==> config.mk <==
export PLATFORM = sky130hd
export DESIGN_NAME = vga_timing
export DESIGN_NICKNAME = d
export VERILOG_FILES = /design/src/rtl/vga_pkg.sv /design/src/rtl/vga_axis_counter.sv /design/src/rtl/vga_timing.sv
export SDC_FILE = /design/constraint.sdc
export NUM_CORES = 1
export LEC_CHECK = 0
export BUFFER_PORTS_ARGS = -buffer_cell sky130_fd_sc_hd__buf_2
export CELL_PAD_IN_SITES_DETAIL_PLACEMENT = 0
export CELL_PAD_IN_SITES_GLOBAL_PLACEMENT = 1
export CORE_ASPECT_RATIO = 0.7
export CORE_MARGIN = 1
export CORE_UTILIZATION = 35
export CTS_CLUSTER_SIZE = 10
export DETAILED_ROUTE_END_ITERATION = 16
export GPL_ROUTABILITY_DRIVEN = 0
export PLACE_DENSITY_LB_ADDON = 0.1
export SLEW_MARGIN = 20
export SYNTH_ARGS = -nofsm -noshare
export SYNTH_HDL_FRONTEND = slang
export SYNTH_SLANG_ARGS = --single-unit
==> constraint.sdc <==
create_clock -name clk -period 5.68 [get_ports clk]
set_clock_uncertainty 0.05 [all_clocks]
set_input_delay 0.284 -clock clk [delete_from_list [all_inputs] [get_ports clk]]
set_output_delay 0.284 -clock clk [all_outputs]
set_load 0.01 [all_outputs]
==> src/rtl/vga_pkg.sv <==
// Shared constants and types for the 640x480@60 Hz VGA raster generator.
package vga_pkg;

  // Coordinate width used for both row and column counters.
  localparam int COORD_W = 10;

  // Default 640x480@60 Hz timing, horizontal in pixels, vertical in lines.
  localparam int VGA_H_ACTIVE = 640;
  localparam int VGA_H_FP     = 16;
  localparam int VGA_H_SYNC   = 96;
  localparam int VGA_H_BP     = 48;
  localparam int VGA_V_ACTIVE = 480;
  localparam int VGA_V_FP     = 10;
  localparam int VGA_V_SYNC   = 2;
  localparam int VGA_V_BP     = 33;

  localparam int VGA_H_TOTAL = VGA_H_ACTIVE + VGA_H_FP + VGA_H_SYNC + VGA_H_BP;
  localparam int VGA_V_TOTAL = VGA_V_ACTIVE + VGA_V_FP + VGA_V_SYNC + VGA_V_BP;

  // 3-bit colour, one bit each for R, G and B.
  typedef logic [2:0] rgb_t;

  // True when a coordinate lies inside the inclusive window [lo, hi].
  function automatic logic in_window(input logic [COORD_W-1:0] v,
                                     input logic [COORD_W-1:0] lo,
                                     input logic [COORD_W-1:0] hi);
    return (v >= lo) && (v <= hi);
  endfunction

endpackage

==> src/rtl/vga_axis_counter.sv <==
// Wrap-around counter for one raster axis. Advances on en, returns to zero
// after TOTAL-1; wrap is high while en is high at the terminal count so it
// can directly enable the next axis.
module vga_axis_counter
  import vga_pkg::*;
#(
  parameter int TOTAL = VGA_H_TOTAL,
  parameter int W     = COORD_W
) (
  input  logic         clk,
  input  logic         reset,
  input  logic         en,
  output logic [W-1:0] count,
  output logic         wrap
);

  localparam logic [W-1:0] LAST = W'(TOTAL - 1);

  logic [W-1:0] count_r;

  assign count = count_r;
  assign wrap  = en && (count_r == LAST);

  // Axis position: clears on reset, steps on en, wraps at the terminal count.
  always_ff @(posedge clk) begin
    if (reset) begin
      count_r <= {W{1'b0}};
    end else if (en) begin
      if (count_r == LAST) begin
        count_r <= {W{1'b0}};
      end else begin
        count_r <= count_r + W'(1);
      end
    end
  end

endmodule

==> src/rtl/vga_timing.sv <==
// VGA raster timing and final pixel output stage for the Pong display.
// Optional build macro: VGA_TEST_PATTERN_EN adds a pattern_sel input that
// replaces the component colour with colour bars (col[9:7]) when set.
module vga_timing
  import vga_pkg::*;
#(
  parameter int   CLK_DIV     = 2,
  parameter int   H_ACTIVE    = VGA_H_ACTIVE,
  parameter int   H_FP        = VGA_H_FP,
  parameter int   H_SYNC      = VGA_H_SYNC,
  parameter int   H_BP        = VGA_H_BP,
  parameter int   V_ACTIVE    = VGA_V_ACTIVE,
  parameter int   V_FP        = VGA_V_FP,
  parameter int   V_SYNC      = VGA_V_SYNC,
  parameter int   V_BP        = VGA_V_BP,
  parameter logic SYNC_ACTIVE = 1'b0
) (
  input  logic               clk,
  input  logic               reset,
`ifdef VGA_TEST_PATTERN_EN
  input  logic               pattern_sel,
`endif
  input  rgb_t               rgb_in,
  output logic [COORD_W-1:0] col,
  output logic [COORD_W-1:0] row,
  output logic               pix_en,
  output logic               video_on,
  output logic               hsync,
  output logic               vsync,
  output rgb_t               rgb_out,
  output logic               frame_tick
);

  localparam int H_TOTAL = H_ACTIVE + H_FP + H_SYNC + H_BP;
  localparam int V_TOTAL = V_ACTIVE + V_FP + V_SYNC + V_BP;
  localparam int DIV_W   = (CLK_DIV > 1) ? $clog2(CLK_DIV) : 1;

  localparam logic [DIV_W-1:0]   DIV_LAST   = DIV_W'(CLK_DIV - 1);
  localparam logic [COORD_W-1:0] H_ACT_C    = COORD_W'(H_ACTIVE);
  localparam logic [COORD_W-1:0] V_ACT_C    = COORD_W'(V_ACTIVE);
  localparam logic [COORD_W-1:0] HS_LO      = COORD_W'(H_ACTIVE + H_FP);
  localparam logic [COORD_W-1:0] HS_HI      = COORD_W'(H_ACTIVE + H_FP + H_SYNC - 1);
  localparam logic [COORD_W-1:0] VS_LO      = COORD_W'(V_ACTIVE + V_FP);
  localparam logic [COORD_W-1:0] VS_HI      = COORD_W'(V_ACTIVE + V_FP + V_SYNC - 1);
  localparam logic [COORD_W-1:0] H_LAST     = COORD_W'(H_TOTAL - 1);
  localparam logic [COORD_W-1:0] V_ACT_LAST = COORD_W'(V_ACTIVE - 1);

  // Counters are COORD_W bits wide, so larger rasters cannot be represented.
  if (H_TOTAL > 1024 || V_TOTAL > 1024) begin : g_bad_total
    $error("vga_timing: H_TOTAL and V_TOTAL must not exceed 1024");
  end
  if (CLK_DIV < 1) begin : g_bad_div
    $error("vga_timing: CLK_DIV must be at least 1");
  end

  logic [DIV_W-1:0]   div_r;
  logic               pix_en_s;
  logic [COORD_W-1:0] col_s;
  logic [COORD_W-1:0] row_s;
  logic               h_wrap_s;
  logic               v_wrap_unused_s;
  logic               video_on_s;
  logic               frame_end_s;
  rgb_t               rgb_src_s;
  logic               hsync_r;
  logic               vsync_r;
  rgb_t               rgb_r;
  logic               frame_tick_r;

  // Pixel-rate divider: counts 0..CLK_DIV-1 and strobes on the last count.
  always_ff @(posedge clk) begin
    if (reset) begin
      div_r <= {DIV_W{1'b0}};
    end else if (div_r == DIV_LAST) begin
      div_r <= {DIV_W{1'b0}};
    end else begin
      div_r <= div_r + DIV_W'(1);
    end
  end

  // Held low during reset so a CLK_DIV of 1 does not strobe while in reset.
  assign pix_en_s = (div_r == DIV_LAST) && !reset;

  vga_axis_counter #(.TOTAL(H_TOTAL), .W(COORD_W)) u_h_axis (
    .clk   (clk),
    .reset (reset),
    .en    (pix_en_s),
    .count (col_s),
    .wrap  (h_wrap_s)
  );

  vga_axis_counter #(.TOTAL(V_TOTAL), .W(COORD_W)) u_v_axis (
    .clk   (clk),
    .reset (reset),
    .en    (h_wrap_s),
    .count (row_s),
    .wrap  (v_wrap_unused_s)
  );

  assign video_on_s  = (col_s < H_ACT_C) && (row_s < V_ACT_C);
  assign frame_end_s = pix_en_s && (col_s == H_LAST) && (row_s == V_ACT_LAST);

  // Colour source for the output stage: components or built-in colour bars.
  always_comb begin
    rgb_src_s = rgb_in;
`ifdef VGA_TEST_PATTERN_EN
    if (pattern_sel) begin
      rgb_src_s = rgb_t'(col_s[9:7]);
    end else begin
      rgb_src_s = rgb_in;
    end
`endif
  end

  // Output stage: sync and blanked colour registered together, one pixel late.
  always_ff @(posedge clk) begin
    if (reset) begin
      hsync_r <= ~SYNC_ACTIVE;
      vsync_r <= ~SYNC_ACTIVE;
      rgb_r   <= 3'b000;
    end else if (pix_en_s) begin
      hsync_r <= in_window(col_s, HS_LO, HS_HI) ? SYNC_ACTIVE : ~SYNC_ACTIVE;
      vsync_r <= in_window(row_s, VS_LO, VS_HI) ? SYNC_ACTIVE : ~SYNC_ACTIVE;
      rgb_r   <= video_on_s ? rgb_src_s : 3'b000;
    end
  end

  // Frame tick: one clk pulse after the last visible pixel of the frame.
  always_ff @(posedge clk) begin
    if (reset) begin
      frame_tick_r <= 1'b0;
    end else begin
      frame_tick_r <= frame_end_s;
    end
  end

  assign col        = col_s;
  assign row        = row_s;
  assign pix_en     = pix_en_s;
  assign video_on   = video_on_s;
  assign hsync      = hsync_r;
  assign vsync      = vsync_r;
  assign rgb_out    = rgb_r;
  assign frame_tick = frame_tick_r;

endmodule

# ---- Word level (Yosys, flattened, before mapping)
# Cells that the tools add are included.
# Widths: inputs -> output; s select.
dict set report op_classes {
  n_reduce_logical 8
  muxes 5
  order_cmp 6
  n_eq_ne 3
  addsub 3
}
# operator n
set op_table {}
lappend op_table {{$add 10x1->10 const B} 2}
lappend op_table {{$eq 10x10->1 const B} 2}
lappend op_table {{$mux 10} 2}
lappend op_table {{$eq 10x9->1 const B} 1}
lappend op_table {{$ge 10x10->1 const B} 1}
lappend op_table {{$ge 10x9->1 const B} 1}
lappend op_table {{$le 10x10->1 const B} 1}
lappend op_table {{$le 10x9->1 const B} 1}
lappend op_table {{$lt 10x10->1 const B} 1}
lappend op_table {{$lt 10x9->1 const B} 1}
lappend op_table {{$logic_and 1x1->1} 6}
lappend op_table {{$mux 3} 1}
lappend op_table {{$mux 1} 2}
lappend op_table {{$reduce_or 2->1} 1}
lappend op_table {{$add 1x1->1 const B} 1}
lappend op_table {{$logic_not 1->1} 1}
dict set report totals {
  elab_cells 32
  regBits 27
}

# ---- Longest topological paths before layout
# Gate-level depths: netlist of run 1.
dict set report logic_depth {
  depth_word 4
  ltp_mapped 7
}

# ---- Modules after synthesis
# From an unflattened synthesis of run 1, not the netlist that was laid out.
dict set report unflattened {
  cells_unflattened 144
  area_unflattened_um2 1340.0
}
# module area_per_inst_um2 cells_each instances seq_area_each_um2
set modules_own_cells {}
lappend modules_own_cells {{vga_axis_counter at u_v_axis} 493.0 54 1 200.2}
lappend modules_own_cells {{vga_axis_counter at u_h_axis} 486.7 54 1 200.2}
lappend modules_own_cells {vga_timing 360.3 36 1 140.1}

# ---- Worst setup path after synthesis of run 1
# OpenSTA, ideal clock, no wires.
dict set report synth_timing {
  kind {register to register}
  startpoint {register u_h_axis.count_r[0] (netlist: u_h_axis.count[0])}
  endpoint {register u_v_axis.count_r[8] (netlist: u_v_axis.count[8])}
  setup_slack_ps 3538
  required_ps 5559
  stages_incl_launch_ff 7
  arrival_time_ps 2021
  period_less_slack_ps 2142
  cell_sequence {dfxtp_1 > ha_1 > nand3_2 > or4_1 > buf_2 > or4_1 > a21oi_1}
}
dict set report synth_via {
  elab_chain_cells 2
}
# element line
set synth_rtl {}
lappend synth_rtl {{start, declared} vga_axis_counter.sv:19} ;# logic [W-1:0] count_r;
lappend synth_rtl {{start signal, assigned} vga_axis_counter.sv:27} ;# count_r <= {W{1'b0}};
lappend synth_rtl {{start signal, assigned} vga_axis_counter.sv:30} ;# count_r <= {W{1'b0}};
lappend synth_rtl {{start signal, assigned} vga_axis_counter.sv:32} ;# count_r <= count_r + W'(1);
lappend synth_rtl {{$eq 10x10->1} vga_axis_counter.sv:22} ;# assign wrap = en && (count_r == LAST);
lappend synth_rtl {{$logic_and 1x1->1} vga_axis_counter.sv:22}
lappend synth_rtl {{end signal, assigned} vga_axis_counter.sv:27}
lappend synth_rtl {{end signal, assigned} vga_axis_counter.sv:30}
lappend synth_rtl {{end signal, assigned} vga_axis_counter.sv:32}
lappend synth_rtl {{end, declared} vga_axis_counter.sv:19}
# No other way between the ends.
# A chain may end at the register's enable or synchronous reset.

# ---- Worst setup path after layout of run 1
dict set report layout_timing {
  startpoint {register div_r}
  endpoint {register u_v_axis.count_r[4] (netlist: u_v_axis.count[4])}
}
dict set report layout_via {
  elab_chain_cells 2
}
# element line
set layout_rtl {}
lappend layout_rtl {{start, declared} vga_timing.sv:56} ;# logic [DIV_W-1:0] div_r;
lappend layout_rtl {{start signal, assigned} vga_timing.sv:73} ;# div_r <= {DIV_W{1'b0}};
lappend layout_rtl {{start signal, assigned} vga_timing.sv:75} ;# div_r <= {DIV_W{1'b0}};
lappend layout_rtl {{start signal, assigned} vga_timing.sv:77} ;# div_r <= div_r + DIV_W'(1);
lappend layout_rtl {{$logic_and 1x1->1} vga_timing.sv:82} ;# assign pix_en_s = (div_r == DIV_LAST) && !reset;
lappend layout_rtl {{$logic_and 1x1->1} vga_axis_counter.sv:22}
# No other way between the ends.

==> results of run 1 <==
[final cells by class]
cell class / instances / area share, %
flip-flops and latches: 27 / 35.4
well taps: 47 / 3.85
multi-input cells: 110 / 45.6
inverters: 7 / 1.72
clock buffers: 4 / 2.95
repair buffers: 32 / 10.5
[stage by stage]
step                setup WS (ps)  instances
finish                       3180        227
global route                 2920        227
CTS                          3180        227
detailed placement           3070        223
global placement             3190        223
floorplan                    3540        149
[worst max-delay path: stages, from the launching register on]
cell                       delay [ps]
sky130_fd_sc_hd__dfxtp_1          470
sky130_fd_sc_hd__nand2b_1         290
sky130_fd_sc_hd__or4_1            840
sky130_fd_sc_hd__o21bai_1         620
sky130_fd_sc_hd__a21oi_1           90
[path summary, 6_finish.rpt]
path	to	slack, ps
worst max-delay path	u_v_axis.count[4]	3180
worst min-delay path	rgb_out[2]	170
worst max register to register	u_v_axis.count[4]	3180
worst min register to register	rgb_out[0]	440
[cells in the mapped netlist]
cell type and count:
sky130_fd_sc_hd__and4_1 1, sky130_fd_sc_hd__nor3_1 11, sky130_fd_sc_hd__and4b_1 1, sky130_fd_sc_hd__xor2_1 5, sky130_fd_sc_hd__xnor2_1 2, sky130_fd_sc_hd__nand4_1 6
sky130_fd_sc_hd__dfxtp_1 27, sky130_fd_sc_hd__inv_1 7, sky130_fd_sc_hd__or3_1 7, sky130_fd_sc_hd__nor4_1 1, sky130_fd_sc_hd__nand3_1 7, sky130_fd_sc_hd__o31a_1 1
sky130_fd_sc_hd__nor3b_1 1, sky130_fd_sc_hd__clkbuf_1 4, sky130_fd_sc_hd__o21bai_1 1, sky130_fd_sc_hd__nor2b_1 1, sky130_fd_sc_hd__buf_2 1, sky130_fd_sc_hd__o21ai_0 9
sky130_fd_sc_hd__nand2b_1 2, sky130_fd_sc_hd__and3_1 2, sky130_fd_sc_hd__a22o_1 4, sky130_fd_sc_hd__a21oi_1 11, sky130_fd_sc_hd__nand2_1 10, sky130_fd_sc_hd__nor4_2 1
sky130_fd_sc_hd__nand4bb_1 1, sky130_fd_sc_hd__nand4b_1 3, sky130_fd_sc_hd__nor2_1 7, sky130_fd_sc_hd__nand3_2 1, sky130_fd_sc_hd__o31ai_1 3, sky130_fd_sc_hd__nor4b_1 1
sky130_fd_sc_hd__nor4bb_1 1, sky130_fd_sc_hd__and2_1 2, sky130_fd_sc_hd__or2_2 1, sky130_fd_sc_hd__ha_1 4, sky130_fd_sc_hd__or4_1 2
[metal layers]
layer  track usage (%)  up-vias
li1                  -      608
met1              28.5      561
met2              24.5       23
met3              4.62        2
met4              1.89        0
met5                 0        -
[power groups by stage]
stage / Combinational, mW / Sequential, mW / Clock, mW
2_1_floorplan: 0.00733 / 0.200 / 0
3_3_place_gp: 0.0144 / 0.199 / 0
3_5_place_dp: 0.0148 / 0.200 / 0
4_1_cts: 0.0148 / 0.195 / 0.112
5_1_grt: 0.0168 / 0.196 / 0.120
6_report: 0.0146 / 0.195 / 0.109
[sequential cells by signal (all words and copies together) (netlist names)]
| register | flops |
|---|---|
| u_h_axis.count | 10 |
| u_v_axis.count | 10 |
| rgb_out | 3 |
| div_r | 1 |
| frame_tick | 1 |
| hsync | 1 |
| vsync | 1 |
[cells by family after synthesis]
family	Yosys count
fa+ha+maj	4
compound gates	29
flops	27
simple gates	70
buf+inv	12
xor+xnor	7
==> metrics, run 1 <==
Clock Tree Root sky130_fd_sc_hd__clkbuf_8; post-synthesis share of cell area spent on and, or, nand and nor gates 32.1%; commonest non-fill, non-tap cell in the layout sky130_fd_sc_hd__buf_2; DR vias/cell 5.26; die height around 53 um; die boundary width 74.4 um; Sequential Power Share between 60% and 70%; reg2reg path depth 4; min cycle time layout between 2000 and 3000 ps; Post-Route WL 3180 um; initial antenna violation count 0; critical path arrival approximately 2600 ps; required time of the worst setup path roughly 5800 ps; FP Rows 17; register area share after synthesis 42.1%; Syn Inst Count about 150; number of nets produced by synthesis between 150 and 200; number of fillers in the final layout 344; result of the run finished clean; critical path capture point type register; final setup violation count 0; post-cts sizing count 0; Highest Signal Layer met4; met1 wire length between 1500 and 2000 um; combinational power share around 4.6%; TritonRoute pass-1 iters 4; PortBufs 32; setup bufs post-CTS 0; Clk Latency, worst-skew pair between 200 and 300 ps; maximum clock insertion buffer count 2; Worst setup SP type register; setup repair after global routing missed its margin no; dominant combinational cell family by area after synthesis simple AND/OR/NAND/NOR gates; Hold Path Class input pin to register; number of remaining DRC errors 0; total gr overflow 0; maximum vdd drop 99.3 uV; total clock buffers created by CTS 3; fin crit share between 40% and 50%; startpoint of the worst-slack reg-to-reg timing path div_r; initial detailed-routing violation count 65; overall track demand over capacity in global routing between 10% and 20%; deepest level of the CTS H-tree 1; routed via count ~1200; vias in the first global route ~1000; final count of pins violating max slew 0; FF+latch count, synth 27; Post-CTS Hold Fix Bufs 0; Total Die Area roughly 0.004 mm2; post-synth design cell area around 0.0013 mm2; worst hold-check slack between 150 and 200 ps; placement-stage cell area 0.00148 mm2; final core utilization between 40 and 50%; most frequent cells in the layout sky130_fd_sc_hd__buf_2, sky130_fd_sc_hd__dfxtp_1, sky130_fd_sc_hd__nor3_1, sky130_fd_sc_hd__a21oi_1, sky130_fd_sc_hd__nand2_1; proportion of layout cells with a drive suffix above 1 21.1%; cell type contributing the most total cell area after synthesis sky130_fd_sc_hd__dfxtp_1; antenna fix cells 0; final-stage net count 190; HPWL Detailed 2340 um; unique cell type count in the Yosys netlist 35; final number of hold-violating endpoints 0; MaxCap Viol Count 0; Clock Sink Count 27; Post-Synth XOR/XNOR Area ~4.8%; metal3 WL around 140 um; fraction of synthesized area in multiplexers 0%; clock tree from TritonCTS built; FMAX about 400 MHz; cell depth of the worst hold path 2; first-pass GRT wire length between 5000 and 6000 um; leading post-synthesis cells by cell area sky130_fd_sc_hd__dfxtp_1, sky130_fd_sc_hd__a21oi_1, sky130_fd_sc_hd__nor3_1; average instance area after synthesis ~8.6 um2; clock slew at reported path FFs 90 ps; Critical path origin div_r; largest net degree at the start of global routing 18; total of warnings raised by yosys 0; net load switching power between 0.07 and 0.08 mW; ANT nets after route 0; Setup TNS 0 ps; Pwr per Cell Area around 210 mW/mm2; synthesized-area fraction occupied by ao, oa, aoi and oai cells ~14%; fraction of post-synthesis cell area in the top cell type by area 42.1%; area of the multi-input gates roughly 700 um2; storage element area around 540 um2; area added between synthesis and finish 19.0%; leak pwr approximately 0.59 nW; area of the core roughly 0.0033 mm2; path type of the worst setup path register to register; I/O pin count 33; area share of fa/ha/maj cells after synthesis 3.90%; starting utilization of the core area roughly 39%; Design Area, Final roughly 0.0015 mm2; crit path max fanout 17; wire length per cell around 14 um; post-route total power 0.319 mW; startpoint of the tightest hold check path rgb_in[2]; Pint 0.248 mW; relative slew slack between 30% and 40%; length of routed met2 wiring between 1000 and 1500 um; Clk pwr share 34.2%; share of total power consumed by net switching between 20% and 30%; Slew @ Worst Pin about 960 ps
Note: power is estimated with default switching activity, not from simulation.
==> run 2, diff against run 1 <==
- CORE_UTILIZATION: 35 -> 34
- clock period: 5.68 -> 2.1 ns (I/O delays scaled with it)
==> run 2 against run 1 <==
  * Total power rose to 2.8 times the previous value
  * Cell count up 7.0%
  * Non-clock buffer count up 13
  * Design area up 8.0%
==> metrics, run 2 (synthesis gave the netlist of run 1 again) <==
result of the run finished clean (unchanged); number of remaining DRC errors 0 (unchanged); vias in the first global route 1070 (was 1026); wire length per cell 13.5 um (was 14.0 um); list of cells traversed by the critical path ha_2, nand3_2, or4_4, or4_1, a21oi_1 (was nand2b_1, or4_1, o21bai_1, a21oi_1); critical path capture point type register (unchanged); combinational power share 6.1% (was 4.6%); commonest non-fill, non-tap cell in the layout sky130_fd_sc_hd__buf_2 (unchanged); Setup TNS 0 ps (unchanged); final-stage net count 203 (was 190); maximum vdd drop 213 uV (was 99.3 uV); Clk pwr share 34.2% (about the same); reg2reg path depth 5 (was 4); final non-filler cell total 243 (was 227); total clock buffers created by CTS 3 (unchanged); required time of the worst setup path 2260 ps (was 5760 ps); worst hold-check slack 184 ps (was 170 ps); clock slew at reported path FFs 100 ps (was 90 ps); net load switching power 0.204 mW (was 0.0712 mW); leak pwr 0.653 nW (was 0.588 nW); maximum clock insertion buffer count 2 (unchanged); Pwr per Cell Area 535 mW/mm2 (was 209 mW/mm2); largest net degree at the start of global routing 17 (was 18); worst flop-to-flop path endpoint u_v_axis.count[8] (was u_v_axis.count[4]); Clock Tree Root sky130_fd_sc_hd__clkbuf_8 (unchanged); PortBufs 32 (unchanged); initial detailed-routing violation count 67 (was 65); proportion of layout cells with a drive suffix above 1 27.5% (was 21.1%); number of fillers in the final layout 385 (was 344); first-pass GRT wire length 5200 um (was 5290 um); destination of the worst hold path u_v_axis.count[0] (was rgb_out[2]); most frequent cells in the layout sky130_fd_sc_hd__buf_2, sky130_fd_sc_hd__dfxtp_1, sky130_fd_sc_hd__nor3_1, sky130_fd_sc_hd__a21oi_1, sky130_fd_sc_hd__nand2_1 (unchanged); relative slew slack 69.1% (was 35.7%); setup bufs post-CTS 0 (unchanged); I/O pin count 33 (unchanged); total gr overflow 0 (unchanged); area added between synthesis and finish 28.6% (was 19.0%); clock tree from TritonCTS built (unchanged); initial antenna violation count 0 (unchanged); Worst setup SP type register (unchanged); Post-Route WL 3290 um (was 3180 um); MaxCap Viol Count 0 (unchanged); r2r setup slk 140 ps (was 3180 ps); cell depth of the worst hold path 3 (was 2); overall track demand over capacity in global routing 17.6% (was 18.1%); standard cell with the maximum stage delay on the critical path sky130_fd_sc_hd__or4_4 (was sky130_fd_sc_hd__or4_1); Sequential Power Share 59.7% (was 61.2%); final core utilization 46.4% (was 46.0%); Clock Sink Count 27 (unchanged); starting utilization of the core area 36.1% (was 38.7%); share of total power consumed by net switching 23.2% (was 22.3%); ANT nets after route 0 (unchanged); startpoint of the tightest hold check path reset (was rgb_in[2]); Slew @ Worst Pin 460 ps (was 957 ps); fin crit share 93.2% (was 44.1%); setup repair after global routing missed its margin no (unchanged); die boundary width 75.4 um (was 74.4 um); startpoint of the worst-slack reg-to-reg timing path u_h_axis.count[1] (was div_r); area of the core 0.00356 mm2 (was 0.00332 mm2); Total Die Area 0.00403 mm2 (was 0.00392 mm2); Cell Count Post-Placement 236 (was 223); path type of the worst setup path register to register (unchanged); min cycle time layout 1960 ps (was 2500 ps); die height 53.4 um (was 52.7 um); Hold Path Class input pin to register (unchanged); FMAX 511 MHz (was 399 MHz); crit path max fanout 5 (was 17); final count of pins violating max slew 0 (unchanged); Pint 0.678 mW (was 0.248 mW); Clk Latency, worst-skew pair 280 ps (was 270 ps); final setup violation count 0 (unchanged); final number of hold-violating endpoints 0 (unchanged); deepest level of the CTS H-tree 1 (unchanged); max incr delay on CP 530 ps (was 840 ps); HPWL Detailed 2410 um (was 2340 um); DR vias/cell 5.19 (was 5.26); routed via count 1260 (was 1194); antenna fix cells 0 (unchanged); FP Rows 18 (was 17); TritonRoute pass-1 iters 4 (unchanged); critical path arrival 2120 ps (was 2580 ps)
==> run 2: changes by cell type in the layout (fill, tap and decap cells not counted), sizes merged <==
cell | before | now
dlygate4sd3 | 0 | 3
clkinv | 0 | 1
buf | 32 | 42
clkbuf | 4 | 3
==> run 2: layout make-up <==
type / instances / area (um2) / share of cell area, %
tap: 50 / 62.6 / 3.79
inverter: 7 / 26.3 / 1.59
sequential: 27 / 543 / 32.9
timing repair buffer: 45 / 269 / 16.3
clock inverter: 1 / 5.00 / 0.303
multi-input combinational: 110 / 703 / 42.6
clock buffer: 3 / 41.3 / 2.50
==> run 2: worst max-delay path by stage <==
stage,endpoint,startpoint,cells after the start
5_1_grt,u_v_axis.count[4],u_h_axis.count[1],6
2_1_floorplan,u_v_axis.count[8],u_h_axis.count[0],6
6_report,u_v_axis.count[8],u_h_axis.count[1],5
3_3_place_gp,u_v_axis.count[7],u_h_axis.count[0],6
3_5_place_dp,u_v_axis.count[4],u_h_axis.count[1],6
4_1_cts,u_v_axis.count[6],u_h_axis.count[1],6
==> run 2: metrics by stage <==
step,setup slack (ps),cell area (um2),power (mW)
after detailed placement,123,1560,0.589
after global routing,19.4,1650,0.912
after floorplan,31.0,1290,0.562
after global placement,146,1560,0.587
final,143,1650,0.882
after CTS,86.2,1640,0.893
==> run 2: repair_timing <==
item / CTS / global route
hold endpoints to repair: 3 / 0
gates resized for setup: 0 / 3
endpoints found under the setup margin: 0 / 4
hold buffers: 3 / 0
==> run 2: worst max-delay path: cells and delay by family, from the launching register on <==
| kind | cells | cell delay (ps) |
|---|---|---|
| adder cells (fa/ha/maj) | 1 | 200 |
| flip-flops | 1 | 380 |
| AO/OA/AOI/OAI | 1 | 150 |
| AND/OR/NAND/NOR | 3 | 1120 |
==> run 2: layer usage <==
layer | wire (um) | global-route usage, % | up-vias
met2 | 1320 | 24.3 | 33
met3 | 171 | 4.95 | 5
met1 | 1780 | 26.5 | 592
met4 | 15 | 3.70 | 0
li1 | - | - | 630
met5 | 0 | 0 | -
==> run 2: power by group through the flow <==
stage               sequential, mW  combinational (mW)  clock (mW)
floorplan                    0.542              0.0198           0
global placement             0.538              0.0495           0
global route                 0.528              0.0592       0.325
finish                       0.527              0.0539       0.302
CTS                          0.527              0.0544       0.311
detailed placement           0.538              0.0502           0
